### src/rtl/ones_ctrl_pkg.sv
// Shared types and reset defaults for the ones_window_ctrl block.
package ones_ctrl_pkg;

    typedef enum logic [1:0] {
        IDLE  = 2'd0,
        COUNT = 2'd1,
        DONE  = 2'd2
    } ones_state_t;

    localparam int DEF_THRESH = 4;
    localparam int DEF_WINDOW = 0;

endpackage

### src/rtl/ones_window_ctrl_if.sv
// Config, job-control, sample and status signals of ones_window_ctrl.
interface ones_window_ctrl_if #(
    parameter int CNT_W = 4,
    parameter int WIN_W = 8
);
    logic             cfg_we;
    logic [CNT_W-1:0] cfg_thresh;
    logic [WIN_W-1:0] cfg_window;
    logic             start;
    logic             abort;
    logic             data;
    logic             busy;
    logic             done;
    logic             flag;
    logic             timeout;
    logic [CNT_W-1:0] hit_count;

    modport master (
        output cfg_we, cfg_thresh, cfg_window, start, abort, data,
        input  busy, done, flag, timeout, hit_count
    );

    modport slave (
        input  cfg_we, cfg_thresh, cfg_window, start, abort, data,
        output busy, done, flag, timeout, hit_count
    );
endinterface

### src/rtl/ones_counter.sv
// Loadable saturating up-counter; eq compares the value it will take on
// this edge against cmp_val, so callers can react in the same cycle.
module ones_counter #(
    parameter int W = 4
) (
    input  logic         clk,
    input  logic         rst,
    input  logic         load,
    input  logic [W-1:0] load_val,
    input  logic         inc,
    input  logic [W-1:0] cmp_val,
    output logic [W-1:0] count,
    output logic         eq
);
    logic [W-1:0] count_nxt_s;

    // Next value, holding at all-ones instead of wrapping.
    always_comb begin
        count_nxt_s = count;
        if (inc && (count != {W{1'b1}})) begin
            count_nxt_s = count + W'(1);
        end else begin
            count_nxt_s = count;
        end
        eq = (count_nxt_s == cmp_val);
    end

    // Count register; load takes priority over increment.
    always_ff @(posedge clk) begin
        if (rst) begin
            count <= {W{1'b0}};
        end else if (load) begin
            count <= load_val;
        end else begin
            count <= count_nxt_s;
        end
    end
endmodule

### src/rtl/ones_window_ctrl.sv
// Start/done job controller: counts ones on the serial input until a
// threshold is reached (hit) or the observation window runs out (timeout).
module ones_window_ctrl
    import ones_ctrl_pkg::*;
#(
    parameter int CNT_W      = 4,
    parameter int WIN_W      = 8,
    parameter int DEF_THRESH = ones_ctrl_pkg::DEF_THRESH
) (
    input logic               clk,
    input logic               rst,
    ones_window_ctrl_if.slave bus
);
    ones_state_t      state_r;
    ones_state_t      state_s;
    logic [CNT_W-1:0] thr_r;
    logic [WIN_W-1:0] win_r;
    logic [CNT_W-1:0] eff_thresh_s;
    logic [CNT_W-1:0] ones_r;
    logic [WIN_W-1:0] unused_elapsed_r;
    logic             ones_eq_s;
    logic             elapsed_eq_s;
    logic             job_load_s;
    logic             ones_inc_s;
    logic             elapsed_inc_s;
    logic             flag_s;
    logic             timeout_s;
    logic             flag_r;
    logic             timeout_r;

    assign eff_thresh_s = (thr_r == {CNT_W{1'b0}}) ? CNT_W'(1) : thr_r;

    ones_counter #(.W(CNT_W)) u_ones (
        .clk      (clk),
        .rst      (rst),
        .load     (job_load_s),
        .load_val ({CNT_W{1'b0}}),
        .inc      (ones_inc_s),
        .cmp_val  (eff_thresh_s),
        .count    (ones_r),
        .eq       (ones_eq_s)
    );

    ones_counter #(.W(WIN_W)) u_elapsed (
        .clk      (clk),
        .rst      (rst),
        .load     (job_load_s),
        .load_val ({WIN_W{1'b0}}),
        .inc      (elapsed_inc_s),
        .cmp_val  (win_r),
        .count    (unused_elapsed_r),
        .eq       (elapsed_eq_s)
    );

    // Next state and counter control; abort outranks hit, hit outranks expiry.
    always_comb begin
        state_s       = state_r;
        job_load_s    = 1'b0;
        ones_inc_s    = 1'b0;
        elapsed_inc_s = 1'b0;
        flag_s        = 1'b0;
        timeout_s     = 1'b0;
        case (state_r)
            IDLE, DONE: begin
                if (bus.start) begin
                    state_s    = COUNT;
                    job_load_s = 1'b1;
                end else begin
                    state_s = IDLE;
                end
            end
            COUNT: begin
                if (bus.abort) begin
                    state_s = IDLE;
                end else begin
                    ones_inc_s    = bus.data;
                    elapsed_inc_s = 1'b1;
                    if (ones_eq_s) begin
                        state_s = DONE;
                        flag_s  = 1'b1;
                    end else if ((win_r != {WIN_W{1'b0}}) && elapsed_eq_s) begin
                        state_s   = DONE;
                        timeout_s = 1'b1;
                    end else begin
                        state_s = COUNT;
                    end
                end
            end
            default: begin
                state_s = IDLE;
            end
        endcase
    end

    // State and result-qualifier registers.
    always_ff @(posedge clk) begin
        if (rst) begin
            state_r   <= IDLE;
            flag_r    <= 1'b0;
            timeout_r <= 1'b0;
        end else begin
            state_r   <= state_s;
            flag_r    <= flag_s;
            timeout_r <= timeout_s;
        end
    end

    // Config registers are frozen while a job is counting.
    always_ff @(posedge clk) begin
        if (rst) begin
            thr_r <= CNT_W'(DEF_THRESH);
            win_r <= WIN_W'(ones_ctrl_pkg::DEF_WINDOW);
        end else if (bus.cfg_we && (state_r != COUNT)) begin
            thr_r <= bus.cfg_thresh;
            win_r <= bus.cfg_window;
        end else begin
            thr_r <= thr_r;
            win_r <= win_r;
        end
    end

    assign bus.busy      = (state_r == COUNT);
    assign bus.done      = (state_r == DONE);
    assign bus.flag      = flag_r;
    assign bus.timeout   = timeout_r;
    assign bus.hit_count = ones_r;
endmodule

### src/flat_wrapper.sv
// flat-port wrapper written by rule: the top's interface ports become plain ports
module ones_window_ctrl_flat import ones_ctrl_pkg::*;
#(
    parameter int CNT_W      = 4,
    parameter int WIN_W      = 8,
    parameter int DEF_THRESH = ones_ctrl_pkg::DEF_THRESH
)
  (clk, rst, bus_cfg_we, bus_cfg_thresh, bus_cfg_window, bus_start, bus_abort, bus_data, bus_busy, bus_done, bus_flag, bus_timeout, bus_hit_count);
  ones_window_ctrl_if #(.CNT_W(CNT_W), .WIN_W(WIN_W)) bus_i ();
  input logic clk;
  input logic rst;
  input wire logic [$bits(bus_i.cfg_we)-1:0] bus_cfg_we;
  input wire logic [$bits(bus_i.cfg_thresh)-1:0] bus_cfg_thresh;
  input wire logic [$bits(bus_i.cfg_window)-1:0] bus_cfg_window;
  input wire logic [$bits(bus_i.start)-1:0] bus_start;
  input wire logic [$bits(bus_i.abort)-1:0] bus_abort;
  input wire logic [$bits(bus_i.data)-1:0] bus_data;
  output wire logic [$bits(bus_i.busy)-1:0] bus_busy;
  output wire logic [$bits(bus_i.done)-1:0] bus_done;
  output wire logic [$bits(bus_i.flag)-1:0] bus_flag;
  output wire logic [$bits(bus_i.timeout)-1:0] bus_timeout;
  output wire logic [$bits(bus_i.hit_count)-1:0] bus_hit_count;
  assign bus_i.cfg_we = bus_cfg_we;
  assign bus_i.cfg_thresh = bus_cfg_thresh;
  assign bus_i.cfg_window = bus_cfg_window;
  assign bus_i.start = bus_start;
  assign bus_i.abort = bus_abort;
  assign bus_i.data = bus_data;
  assign bus_busy = bus_i.busy;
  assign bus_done = bus_i.done;
  assign bus_flag = bus_i.flag;
  assign bus_timeout = bus_i.timeout;
  assign bus_hit_count = bus_i.hit_count;
  ones_window_ctrl #(.CNT_W(CNT_W), .WIN_W(WIN_W), .DEF_THRESH(DEF_THRESH)) u_core (.clk(clk), .rst(rst), .bus(bus_i));
endmodule
### config.mk
export PLATFORM = sky130hd
export DESIGN_NAME = ones_window_ctrl_flat
export DESIGN_NICKNAME = d
export VERILOG_FILES = /design/src/rtl/ones_ctrl_pkg.sv /design/src/rtl/ones_window_ctrl_if.sv /design/src/rtl/ones_counter.sv /design/src/rtl/ones_window_ctrl.sv /design/src/flat_wrapper.sv
export SDC_FILE = /design/constraint.sdc
export NUM_CORES = 1
export LEC_CHECK = 0
export ABC_AREA = 1
export ABC_CLOCK_PERIOD_IN_PS = 2370
export CAP_MARGIN = 20
export CORE_ASPECT_RATIO = 1.25
export CORE_MARGIN = 2
export CORE_UTILIZATION = 44
export CTS_CLUSTER_SIZE = 8
export DETAILED_ROUTE_END_ITERATION = 16
export GPL_TIMING_DRIVEN = 0
export HOLD_SLACK_MARGIN = 0.05
export PLACE_DENSITY = 0.77
export REMOVE_ABC_BUFFERS = 1
export SETUP_SLACK_MARGIN = 0.2
export SYNTH_ARGS = -nofsm -noshare
export SYNTH_HDL_FRONTEND = slang
export SYNTH_SLANG_ARGS = --single-unit
### constraint.sdc
create_clock -name clk -period 2.37 [get_ports clk]
set_clock_uncertainty 0.2 [all_clocks]
set_input_delay 0.3555 -clock clk [delete_from_list [all_inputs] [get_ports clk]]
set_output_delay 0.3555 -clock clk [all_outputs]
set_load 0.1 [all_outputs]
==> qor.txt, run 1 <==
layout overhead on the synthesized area = 22.4%
global-route total usage across every layer = 16.7%
switching power of the nets = 0.283 mW
fraction of the cycle the final worst path needs = 89.2%
actual slew at the worst max-slew pin = 0.963 ns
GR Overflow Total = 0
Non-Filler Cell Area, Final = 1930 um^2
setup slack after placement = 0.0670 ns
min-delay src = u_core.thr_r[3]
critical path start-end classification = reg2out
leading cell types in the layout, fill and taps excluded = 39 x nand2_1, 27 x nor2_1, 26 x dfxtp_1, 21 x inv_1, 21 x nand3_1
first-pass GRT wire length = 5490 um
Top delay family on crit path = buffers and inverters
mean routed wirelength per cell = 10.7 um
Initial Util = 45.7%
maximum ir drop on the vdd rail = 0.361 mV
Layout Cells excl Fill = 280
Placed Cells incl. Taps = 276
crit path capture type = primary output
proportion of synthesized chip area in sequential cells = 35.5%
final setup violation count = 0
unrepaired setup endpoints after global routing = true
post-synthesis sequential element count = 28
P per Cell Area = 560 nW/um^2
hold violation total from the final report = 0
commonest non-fill, non-tap cell in the layout = nand2_1
number of global-route vias before repair = 1329
synthesized netlist cell count = 216
CP startpoint kind = flop
Design Power = 1.08 mW
Skew-Pair Late Insertion Delay = 0.27 ns
height of the die = 71.0 um
total routed wirelength = 2990 um
post-layout util = 55.9%
Worst Setup Slack, final = 0.257 ns
slowest cell on the critical path = dlygate4sd2_1
biggest fanout along the worst timing path = 4
largest buffer count on any clock path = 2
Num Clock Sinks = 28
worst hold margin = 0.292 ns
post-synthesis async set-or-reset flop share = 0%
count of input and output buffers = 25
combinational share of power = 18.6%
ordered cell list for the critical path = dlygate4sd2_1
portion of total power attributed to sequential cells = 47.0%
EDFF count, synth = 0
total setup buffers inserted after CTS = 0
Die ar. = 4080 um^2
TritonCTS clock tree = built
clock network power share = 34.3%
Antenna Diode Count = 0
arrival time of the worst setup path = 1.56 ns
Worst setup startpoint = u_core.u_ones.count[3]
longest individual stage delay on the worst path = 0.88 ns
placed inst area = 1860 um^2
cell at the root of the clock tree = clkbuf_8
reported leakage power = 0.831 nW
maximum level of the CTS H-tree = 1
largest net degree at the start of global routing = 21
worst path bufs/invs = 1
internal power consumption = 0.799 mW
synthesis warning total = 0
residual antenna-violating net count after detailed routing = 0
max-cap violation count = 0
via count = 1411
aggregate negative setup slack = 0 ns
std cell rows = 24
post-detailed-placement half-perimeter wirelength = 2410 um
number of nets in the layout = 262
x dimension of the die = 57.6 um
CORE AREA = 3450 um^2
switching power as a share of total power = 26.1%
result of the run = finished, final reports clean
maximum frequency from static timing analysis = 473 MHz
worst max-slew margin expressed relative to the limit = 36.1%
detailed-route DRC error count = 0
Avg Vias per Cell = 5.04
number of buffers created by CTS = 3
Reg-to-Reg Start = u_core.u_elapsed.count[0]
IO Pins = 26
starting DRC count in detailed routing = 22
Tightest Hold Check Type = reg2reg
CP required = 1.81 ns
routability congestion estimate from global placement = 0.772
netlist area before placement = 1580 um^2
number of antenna violations at the first check in global routing = 0
Most used DFF post-synth = dfxtp_1
clock period minus worst slack = 2.11 ns
syn avg cell area = 7.30 um^2
first-pass iteration count of the detailed router = 4
clock input transition at the sequential cells of the worst setup and hold paths = 0.09 ns
count of different cell masters after synthesis = 30
number of pins with negative max-slew slack in the final report = 0
fraction of final layout cells with drive strength greater than 1 = 16.6%
# hold bufs at CTS = 0
[cell families after synthesis]
logic type	share of synthesized area, %
compound gates	11.0
xor+xnor	7.45
fa+ha+maj	1.59
buf+inv	6.66
flops	35.5
simple gates	37.7
[final timing paths]
path / depth (start not counted) / to / slack (ns)
max reg2reg: 13 / u_core.state_r[0] / 0.34
max: 1 / bus_hit_count[3] / 0.26
min reg2reg: 2 / u_core.thr_r[3] / 0.29
min: 2 / u_core.thr_r[3] / 0.29
[registers in the layout, summed over array words and instances, names as in the netlist]
name / count
u_core.thr_r: 4
u_core.u_ones.count: 4
u_core.u_elapsed.count: 8
u_core.win_r: 8
u_core.bus.flag: 1
u_core.state_r: 2
u_core.bus.timeout: 1
[cell type report]
cell class              count  area [um^2]
repair buffers             25          240
multi-input cells         160          915
well taps                  39         48.8
clock buffers               3         41.3
fillers                   319         1520
flip-flops and latches     28          566
inverters                  24         90.1
clock inverters             1         30.0
[worst reg2reg max path: stages, from the launching register on]
cell and delay [ns]:
dfxtp_4 0.38, ha_2 0.19, nand2_2 0.08, nor2_4 0.12, nand2_4 0.10, nand2_4 0.12
nand2_2 0.06, nand2_2 0.09, xor2_2 0.20, nand2_1 0.08, nor2_1 0.12, nand2_2 0.08
nand3_2 0.07, a21oi_2 0.04
[synthesized netlist by cell type (2+ instances only)]
library cell	n	area, um^2
inv_2	3	11.3
a21oi_1	13	65.1
nor2_4	5	56.3
xnor2_1	3	26.3
clkbuf_1	4	15.0
nor2_1	27	101
nand3_1	21	105
nand2_4	2	22.5
a21oi_2	2	17.5
o21ai_2	2	17.5
xor2_1	6	52.6
o21ai_0	12	60.1
nand2_1	39	146
nand4_1	3	18.8
dfxtp_1	28	561
inv_1	21	78.8
ha_1	2	25.0
nand2_2	11	68.8
[layer usage]
metal | wire length (um) | up-vias | global-route usage, %
met5 | 0 | - | 0
met4 | 37 | 0 | 6.20
met3 | 103 | 5 | 1.65
met2 | 1500 | 33 | 30.9
met1 | 1350 | 622 | 19.3
li1 | - | 751 | -
[what timing repair did]
| action | 4_1_cts | 5_1_grt |
|---|---|---|
| setup endpoints to repair | 8 | 5 |
| cloned | 0 | 0 |
| gates resized for setup | 10 | 7 |
[power by group through the flow]
stage,sequential (mW),combinational (mW),clock (mW)
after floorplan,0.524,0.137,0
after global placement,0.520,0.202,0
after detailed placement,0.521,0.204,0
after CTS,0.510,0.204,0.379
after global routing,0.512,0.226,0.399
final,0.509,0.201,0.372
No activity file was read; power rests on OpenSTA's default activity.
==> inputs of run 2 (changes only) <==
--- a/constraint.sdc
+++ b/constraint.sdc
@@ -4,2 +4,2 @@
 set_output_delay 0.3555 -clock clk [all_outputs]
-set_load 0.1 [all_outputs]
+set_load 0.01 [all_outputs]
==> run 2 against run 1 <==
  * Via count decreased by 0.64%
  * Final area increased by 1.1%
  * Sequential share of layout area decreased by 0.32 points
  * Clock-buffer cell count unchanged
  * Non-clock buffer count unchanged
  * Power decreased by 0.65%
  * Critical path type is now reg2reg
==> qor.txt, run 2 (synthesis gave the netlist of run 1 again) <==
result of the run = finished, final reports clean
Non-Filler Cell Area, Final = 1950 um^2
CORE AREA = 3450 um^2
aggregate negative setup slack = 0 ns
Avg Vias per Cell = 5.01
Design Power = 1.08 mW
maximum frequency from static timing analysis = 499 MHz
detailed-route DRC error count = 0
commonest non-fill, non-tap cell in the layout = nand2_1
Antenna Diode Count = 0
maximum ir drop on the vdd rail = 0.369 mV
fraction of the cycle the final worst path needs = 84.5%
total setup buffers inserted after CTS = 0
final setup violation count = 0
# hold bufs at CTS = 0
slowest cell on the critical path = dfxtp_4
layout overhead on the synthesized area = 23.7%
critical path start-end classification = reg2reg
max-cap violation count = 0
fraction of final layout cells with drive strength greater than 1 = 16.2%
Die ar. = 4080 um^2
longest individual stage delay on the worst path = 0.38 ns
via count = 1402
first-pass GRT wire length = 5490 um
worst max-slew margin expressed relative to the limit = 63.2%
actual slew at the worst max-slew pin = 0.551 ns
post-layout util = 56.5%
unrepaired setup endpoints after global routing = false
count of input and output buffers = 25
biggest fanout along the worst timing path = 8
first-pass iteration count of the detailed router = 4
number of buffers created by CTS = 3
x dimension of the die = 57.6 um
starting DRC count in detailed routing = 21
hold violation total from the final report = 0
TritonCTS clock tree = built
Initial Util = 45.7%
largest net degree at the start of global routing = 21
P per Cell Area = 551 nW/um^2
number of nets in the layout = 262
IO Pins = 26
CP startpoint kind = flop
reported leakage power = 0.806 nW
cell at the root of the clock tree = clkbuf_8
crit path capture type = flop
number of global-route vias before repair = 1329
number of pins with negative max-slew slack in the final report = 0
global-route total usage across every layer = 16.7%
GR Overflow Total = 0
mean routed wirelength per cell = 10.7 um
Num Clock Sinks = 28
maximum level of the CTS H-tree = 1
arrival time of the worst setup path = 1.98 ns
largest buffer count on any clock path = 2
clock input transition at the sequential cells of the worst setup and hold paths = 0.10 ns
std cell rows = 24
placed inst area = 1860 um^2
Most Frequent Cell on Critical Path = nand2_2
clock period minus worst slack = 2.00 ns
Tightest Hold Check Type = reg2reg
leading cell types in the layout, fill and taps excluded = 39 x nand2_1, 26 x nor2_1, 26 x dfxtp_1, 25 x clkdlybuf4s50_1
post-detailed-placement half-perimeter wirelength = 2410 um
ordered cell list for the critical path = ha_2 -> nand2_2 -> nor2_4 -> nand2_4 -> nand2_8 -> nand2_2 -> nand2_2 -> xor2_2 -> nand2_1 -> nor2_2 -> nand2_2 -> nand3_2 -> a21oi_2
routability congestion estimate from global placement = 0.772
number of antenna violations at the first check in global routing = 0
Skew-Pair Late Insertion Delay = 0.28 ns
height of the die = 71.0 um
residual antenna-violating net count after detailed routing = 0
CP required = 2.35 ns
total routed wirelength = 2980 um
registers with the most flip-flops = u_core.u_elapsed.count (8), u_core.win_r (8)
filler cell count = 316
## run 2: worst paths after layout
path	start	cells past startpoint	slack, ns	endpoint
max	u_core.u_elapsed.count[0]	13	0.37	u_core.state_r[0]
min	u_core.thr_r[3]	2	0.29	u_core.thr_r[3]
max reg2reg	u_core.u_elapsed.count[0]	13	0.37	u_core.state_r[0]
min reg2reg	u_core.thr_r[3]	2	0.29	u_core.thr_r[3]
## run 2: final cells by class
type	count	area (um^2)	area share [%]
Clock buffer	3	41.3	2.12
Clock inverter	1	30.0	1.54
Inverter	24	90.1	4.62
Multi-Input combinational cell	160	926	47.4
Sequential cell	28	566	29.0
Tap cell	39	48.8	2.50
Timing Repair Buffer	25	250	12.8
## run 2: repair_timing
item                       CTS  global route
setup endpoints to repair    0             3
gates resized for setup      0             6
hold endpoints to repair     0             0
## run 2: metrics by stage
stage / hold WS (ns) / instances / setup slack (ns)
after floorplan: 0.218 / 212 / 0.485
after global placement: 0.279 / 276 / 0.0741
after detailed placement: 0.281 / 276 / 0.0670
after CTS: 0.295 / 280 / 0.230
after global routing: 0.329 / 280 / 0.212
final: 0.292 / 280 / 0.368
## run 2: power breakdown
group / switching, mW / internal, mW
Combinational: 0.104 / 0.0847
Clock: 0.151 / 0.226
Sequential: 0.0174 / 0.492
Total: 0.272 / 0.803
## run 2: metal layers
| metal | up-vias | wire, um | global-route usage (%) |
|---|---|---|---|
| met5 | - | 0 | 0 |
| met4 | 0 | 45 | 6.20 |
| met3 | 5 | 79 | 1.65 |
| met2 | 30 | 1500 | 30.9 |
| met1 | 623 | 1360 | 19.3 |
| li1 | 744 | - | - |
## run 2: worst max-delay path: cells and delay by family, from the launching register on
kind            cells  cell delay (ns)
compound gates      1             0.04
xor+xnor            1             0.19
fa+ha+maj           1             0.19
flops               1             0.38
simple gates       10             0.89
